`src/rtl/epu_block_sched_if.sv`:
```
// Handshake/bus bundle between the EPU block scheduler and its neighbours.
// The master drives the start/flow-control inputs; the scheduler is the slave.
interface epu_block_sched_if #(
  parameter int ADDR_W    = 12,
  parameter int BLOCK_NUM = 64
);
  localparam int BIDX_W = $clog2(BLOCK_NUM + 1);

  logic              start;
  logic              buf_full;
  logic              ch_done;
  logic [ADDR_W-1:0] addr;
  logic              addr_valid;
  logic              data_valid;
  logic [2:0]        mode;
  logic [BIDX_W-1:0] block_idx;
  logic              busy;
  logic              done;
  logic [15:0]       perf_hold;

  modport master (
    output start, buf_full, ch_done,
    input  addr, addr_valid, data_valid, mode, block_idx, busy, done, perf_hold
  );

  modport slave (
    input  start, buf_full, ch_done,
    output addr, addr_valid, data_valid, mode, block_idx, busy, done, perf_hold
  );
endinterface

```
`src/rtl/epu_block_sched.sv`:
```
// EPU block/channel fetch scheduler: walks blocks, sequences channels, issues read addresses.
// Optional hold-cycle performance counter enabled by defining EPU_SCHED_PERF_EN.
module epu_block_sched #(
  parameter int ADDR_W          = 12,
  parameter int BLOCK_NUM       = 64,
  parameter int WORDS_PER_BLOCK = 16,
  parameter int NUM_CH          = 3,
  parameter int RD_LAT          = 2
) (
  input  logic                 clk,
  input  logic                 rst,
  epu_block_sched_if.slave     bus
);
  localparam int OFF_W  = $clog2(WORDS_PER_BLOCK);
  localparam int BIDX_W = $clog2(BLOCK_NUM + 1);

  typedef enum logic [1:0] {IDLE, FETCH, HOLD, DONE} state_t;

  state_t             state, state_n;
  logic [ADDR_W-1:0]  base, base_n;
  logic [OFF_W-1:0]   off, off_n;
  logic [2:0]         mode, mode_n;
  logic [BIDX_W-1:0]  block_idx, bidx_n;
  logic               done_n;
  logic               accept;
  logic [ADDR_W-1:0]  addr_q;
  logic               addr_valid_q;
  logic               done_q;
  logic [RD_LAT-1:0]  dv_sr;

  // ch_done is only meaningful while actively working on a block
  assign accept = bus.ch_done && (state == FETCH || state == HOLD);

  always_comb begin
    state_n = state;
    base_n  = base;
    off_n   = off;
    mode_n  = mode;
    bidx_n  = block_idx;
    done_n  = 1'b0;
    case (state)
      IDLE: begin
        if (bus.start) begin
          state_n = FETCH;
          base_n  = '0;
          off_n   = '0;
          mode_n  = 3'd1;
          bidx_n  = '0;
        end
      end
      FETCH: begin
        if (bus.buf_full) begin
          state_n = HOLD;
          off_n   = '0;
        end else begin
          off_n = off + 1'b1;
        end
      end
      HOLD: off_n = '0;
      DONE: begin
        if (!bus.start) state_n = IDLE;
      end
      default: state_n = IDLE;
    endcase
    // Channel completion overrides any buf_full seen in the same cycle
    if (accept) begin
      off_n   = '0;
      state_n = FETCH;
      if (mode == 3'(NUM_CH)) begin
        mode_n = 3'd1;
        base_n = base + ADDR_W'(WORDS_PER_BLOCK);
        bidx_n = block_idx + 1'b1;
        if (block_idx == BIDX_W'(BLOCK_NUM - 1)) begin
          state_n = DONE;
          done_n  = 1'b1;
        end
      end else begin
        mode_n = mode + 3'd1;
      end
    end
  end

  always_ff @(posedge clk or negedge rst) begin
    if (!rst) begin
      state        <= IDLE;
      base         <= '0;
      off          <= '0;
      mode         <= 3'd1;
      block_idx    <= '0;
      addr_q       <= '0;
      addr_valid_q <= 1'b0;
      done_q       <= 1'b0;
    end else begin
      state        <= state_n;
      base         <= base_n;
      off          <= off_n;
      mode         <= mode_n;
      block_idx    <= bidx_n;
      addr_q       <= base_n + ADDR_W'(off_n);
      addr_valid_q <= (state_n == FETCH);
      done_q       <= done_n;
    end
  end

  // Read-data qualifier trails the issued address by the SRAM latency
  always_ff @(posedge clk or negedge rst) begin
    if (!rst) begin
      dv_sr <= '0;
    end else begin
      dv_sr[0] <= addr_valid_q;
      for (int i = 1; i < RD_LAT; i++) dv_sr[i] <= dv_sr[i-1];
    end
  end

`ifdef EPU_SCHED_PERF_EN
  logic [15:0] perf_cnt;

  always_ff @(posedge clk or negedge rst) begin
    if (!rst) begin
      perf_cnt <= '0;
    end else if (state == IDLE && state_n == FETCH) begin
      perf_cnt <= '0;
    end else if (state == HOLD && perf_cnt != 16'hFFFF) begin
      perf_cnt <= perf_cnt + 16'd1;
    end
  end

  assign bus.perf_hold = perf_cnt;
`else
  assign bus.perf_hold = '0;
`endif

  assign bus.addr       = addr_q;
  assign bus.addr_valid = addr_valid_q;
  assign bus.data_valid = dv_sr[RD_LAT-1];
  assign bus.mode       = mode;
  assign bus.block_idx  = block_idx;
  assign bus.busy       = (state == FETCH) || (state == HOLD);
  assign bus.done       = done_q;
endmodule

```
`src/flat_wrapper.sv`:
```
// flat-port wrapper written by rule: the top's interface ports become plain ports
module epu_block_sched_flat 
#(
  parameter int ADDR_W          = 12,
  parameter int BLOCK_NUM       = 64,
  parameter int WORDS_PER_BLOCK = 16,
  parameter int NUM_CH          = 3,
  parameter int RD_LAT          = 2
)
  (clk, rst, bus_start, bus_buf_full, bus_ch_done, bus_addr, bus_addr_valid, bus_data_valid, bus_mode, bus_block_idx, bus_busy, bus_done, bus_perf_hold);
  epu_block_sched_if #(.ADDR_W(ADDR_W), .BLOCK_NUM(BLOCK_NUM)) bus_i ();
  input  logic clk;
  input  logic rst;
  input wire logic [$bits(bus_i.start)-1:0] bus_start;
  input wire logic [$bits(bus_i.buf_full)-1:0] bus_buf_full;
  input wire logic [$bits(bus_i.ch_done)-1:0] bus_ch_done;
  output wire logic [$bits(bus_i.addr)-1:0] bus_addr;
  output wire logic [$bits(bus_i.addr_valid)-1:0] bus_addr_valid;
  output wire logic [$bits(bus_i.data_valid)-1:0] bus_data_valid;
  output wire logic [$bits(bus_i.mode)-1:0] bus_mode;
  output wire logic [$bits(bus_i.block_idx)-1:0] bus_block_idx;
  output wire logic [$bits(bus_i.busy)-1:0] bus_busy;
  output wire logic [$bits(bus_i.done)-1:0] bus_done;
  output wire logic [$bits(bus_i.perf_hold)-1:0] bus_perf_hold;
  assign bus_i.start = bus_start;
  assign bus_i.buf_full = bus_buf_full;
  assign bus_i.ch_done = bus_ch_done;
  assign bus_addr = bus_i.addr;
  assign bus_addr_valid = bus_i.addr_valid;
  assign bus_data_valid = bus_i.data_valid;
  assign bus_mode = bus_i.mode;
  assign bus_block_idx = bus_i.block_idx;
  assign bus_busy = bus_i.busy;
  assign bus_done = bus_i.done;
  assign bus_perf_hold = bus_i.perf_hold;
  epu_block_sched #(.ADDR_W(ADDR_W), .BLOCK_NUM(BLOCK_NUM), .WORDS_PER_BLOCK(WORDS_PER_BLOCK), .NUM_CH(NUM_CH), .RD_LAT(RD_LAT)) u_core (.clk(clk), .rst(rst), .bus(bus_i));
endmodule
```
`config.mk`:
```
export PLATFORM = sky130hd
export DESIGN_NAME = epu_block_sched_flat
export DESIGN_NICKNAME = d
export VERILOG_FILES = /design/src/rtl/epu_block_sched_if.sv /design/src/rtl/epu_block_sched.sv /design/src/flat_wrapper.sv
export SDC_FILE = /design/constraint.sdc
export NUM_CORES = 1
export LEC_CHECK = 0
export BUFFER_PORTS_ARGS = -buffer_cell sky130_fd_sc_hd__clkbuf_2
export CORE_UTILIZATION = 46
export CTS_CLUSTER_DIAMETER = 200
export DETAILED_ROUTE_END_ITERATION = 8
export GPL_TIMING_DRIVEN = 0
export MAX_ROUTING_LAYER = met4
export PLACE_DENSITY = 0.72
export SYNTH_ARGS = -nofsm -noshare
export SYNTH_HDL_FRONTEND = slang
export SYNTH_SLANG_ARGS = --single-unit
```
`constraint.sdc`:
```
create_clock -name clk -period 3.8 [get_ports clk]
set_clock_uncertainty 0.2 [all_clocks]
set_input_delay 0.19 -clock clk [delete_from_list [all_inputs] [get_ports clk]]
set_output_delay 0.19 -clock clk [all_outputs]
set_load 0.05 [all_outputs]
```
==> flow_metrics.env <==
export IMPL_dieArea_mm2=0.00552
export IMPL_yosys_register_bits=44
export IMPL_critPathTopFamily="adder cells"
export IMPL_final_cell_mix="dfrtp_1 (43), clkbuf_2 (30), buf_4 (17), a21oi_1 (17), conb_1 (16)"
export IMPL_cts_tree="built"
export IMPL_max_slew_margin_rel_pct=30.8
export IMPL_critPathMaxStageDelay_ns=0.42
export IMPL_async_reset_ff_share_pct=100
export IMPL_synthTopCellsByArea="dfrtp_1 (45%), ha_1 (6.3%), buf_4 (5.3%)"
export IMPL_powerDensity_mw_per_mm2=584
export IMPL_worstPathRequired_ns=3.78
export IMPL_finalWeightedCongestion=0.848
export IMPL_leakage_nw=1.43
export IMPL_max_freq_mhz=289
export IMPL_startpoint_type="flop"
export IMPL_min_period_over_period_pct=91.1
export IMPL_drive_above_1_share_pct=23.3
export IMPL_hold_ws_ns=0.0431
export IMPL_clk_latency_ns=0.30
export IMPL_syn_avg_cell_area_um2=10.1
export IMPL_path_max_fanout=18
export IMPL_crit_arrival_ns=3.44
export IMPL_ios=47
export IMPL_avgViaCountPerCell=5.21
export IMPL_dp_hpwl_um=3260
export IMPL_hold_class="in2reg"
export IMPL_grt_pass1_vias=1671
export IMPL_first_iter_violations=183
export IMPL_maxSlewViolCount=0
export IMPL_setup_viol=0
export IMPL_clk_pin_slew_ns=0.08
export IMPL_coreArea_mm2=0.00488
export IMPL_fin_nets=309
export IMPL_synth_top_area_share_pct=44.8
export IMPL_instances_no_fill=359
export IMPL_ys_types=54
export IMPL_ir_drop_uv=437
export IMPL_start_util_pct=49.2
export IMPL_synth_top_area_cell="dfrtp_1"
export IMPL_crit_path_end_kind="flop"
export IMPL_overflow=0
export IMPL_drt_pass1_iterations=4
export IMPL_post_place_ws_ns=-0.183
export IMPL_grt_usage_pct=19.1
export IMPL_vias=1871
export IMPL_crit_type="reg2reg"
export IMPL_final_common_cell="dfrtp_1"
export IMPL_worstMarginPinSlew_ns=1.04
export IMPL_slowest_stage="fa_1"
export IMPL_io_buffers=30
export IMPL_numCtsBuffers=5
export IMPL_totalWireLength_um=4530
export IMPL_cts_num_sinks=44
export IMPL_outcome="finished clean"
export IMPL_fp_dieH_um=74.3
export IMPL_row_count=25
export IMPL_area_delta_synth_final_pct=16.7
export IMPL_grt_pass1_wl_um=7670
export IMPL_cts_max_path_buffers=2
export IMPL_yosysSeqAreaShare_pct=45.9
export IMPL_antenna_cells=0
export IMPL_fin_crit_ns=3.46
export IMPL_htreeDepth=2
export IMPL_cap_violations=0
export IMPL_place_inst=351
export IMPL_hold_viol=0
export IMPL_synth_edf_count=0
export IMPL_rsz0062_at_grt="no"
export IMPL_synthCells=239
export IMPL_die_w_um=74.3
export IMPL_synth_top_flop_cell="dfrtp_1"
export IMPL_cts_root_buf="clkbuf_8"
export IMPL_path_buf_inv=2
export IMPL_wire_per_inst_um=12.6
export IMPL_nFillCells=432
export IMPL_drtAntennaViolNets=0
export IMPL_drc=0
export IMPL_ys_warnings_count=0
export IMPL_netlist_area_mm2=0.00240
export IMPL_grt_max_degree=45
export IMPL_cpMostUsedCell="ha_1"
export IMPL_antenna_found_initial=0
export IMPL_timing_final_ws_setup_ns=0.339
export IMPL_crit_path_cell_trace="inv_1, ha_1, and4b_1, buf_2, nor2_4, nor2b_1, ha_1, fa_1, a21o_1, a21oi_1, o21bai_2, a2111oi_4, xor2_1"
[metrics by stage]
step                power [mW]  cell area [um2]  TNS [ns]  utilization [%]
floorplan                 1.18             2460         0                -
detailed placement        1.34             2690    -0.399             55.2
global route              1.75             2800         0             57.5
finish                    1.64             2800         0             57.5
CTS                       1.65             2800         0             57.5
global placement          1.33             2690    -0.389             55.2
[synthesized netlist by cell type (all sizes together) (4+ instances only)]
cell type and count:
nand4 5, inv 9, nor2 15, o21ai 14
dfrtp 43, nor3 8, buf 18, a21oi 17
nand2 14, nand2b 4, clkbuf 4, nor2b 5
xor2 4, nand3 8, ha 12, xnor2 5
[flip-flops by register name, summed over array words and instances, names as in the netlist]
register,count
u_core.bus.done,1
u_core.base,12
u_core.bus.mode,3
u_core.bus.addr_valid,1
u_core.bus.block_idx,7
u_core.state,2
u_core.bus.addr,12
u_core.dv_sr,2
u_core.off,4
[worst register-to-register path, cell delays in order, from the launching register on]
cell       delay (ns)
dfrtp_1          0.41
inv_1            0.10
ha_1             0.37
and4b_1          0.20
buf_2            0.23
nor2_4           0.22
nor2b_1          0.10
ha_1             0.22
fa_1             0.42
a21o_1           0.18
a21oi_1          0.21
o21bai_2         0.23
a2111oi_4        0.10
xor2_1           0.16
[worst paths after layout]
| check | start | to | slack (ns) | depth (start not counted) |
|---|---|---|---|---|
| max | u_core.state[0]$_DFF_PN0_ | u_core.bus.addr[10]$_DFF_PN0_ | 0.34 | 13 |
| min | bus_ch_done | u_core.state[0]$_DFF_PN0_ | 0.04 | 3 |
| max reg2reg | u_core.state[0]$_DFF_PN0_ | u_core.bus.addr[10]$_DFF_PN0_ | 0.34 | 13 |
| min reg2reg | u_core.dv_sr[0]$_DFF_PN0_ | u_core.dv_sr[1]$_DFF_PN0_ | 0.16 | 0 |
| max in group asynchronous | rst | u_core.bus.addr[4]$_DFF_PN0_ | 2.35 | 2 |
| min in group asynchronous | rst | u_core.bus.block_idx[5]$_DFF_PN0_ | 0.41 | 2 |
[power by group]
part           leakage (nW)  internal (mW)  switching (mW)
combinational         0.795          0.194           0.506
clock                0.0445          0.148           0.156
sequential            0.596          0.559          0.0747
[per-layer routing]
layer | share of wire [%] | global-route usage [%]
met2 | 47 | 29.0
met4 | 1.4 | 6.92
met5 | 0 | -
met1 | 48 | 25.2
met3 | 3.9 | 4.07
[final cells by class]
type	instances	area, um2	share of cell area, %
Clock inverter	1	7.51	0.268
Sequential cell	44	1100	39.3
Tap cell	67	83.8	2.99
Multi-Input combinational cell	179	1190	42.3
Clock buffer	7	86.3	3.08
Timing Repair Buffer	31	160	5.71
Buffer	21	144	5.13
Inverter	9	33.8	1.20
[kinds of logic (layout without fill, tap and decap cells)]
group | after synthesis | after routing | share of synthesized area [%]
AO/OA/AOI/OAI | 57 | 57 | 16.4
XOR/XNOR | 9 | 9 | 3.28
adder cells (fa/ha/maj) | 13 | 13 | 7.08
buffers and inverters | 31 | 69 | 7.55
flip-flops | 44 | 44 | 45.9
multiplexers | 2 | 2 | 0.833
other | 1 | 16 | 0.156
AND/OR/NAND/NOR | 82 | 82 | 18.8
[timing repair]
action | CTS | global route
buffers inserted | 0 | 0
hold endpoints to repair | 43 | 0
resized for setup | 2 | 1
hold buffers | 1 | 0
setup endpoints to repair | 5 | 6
(Power assumes the default switching activity.)
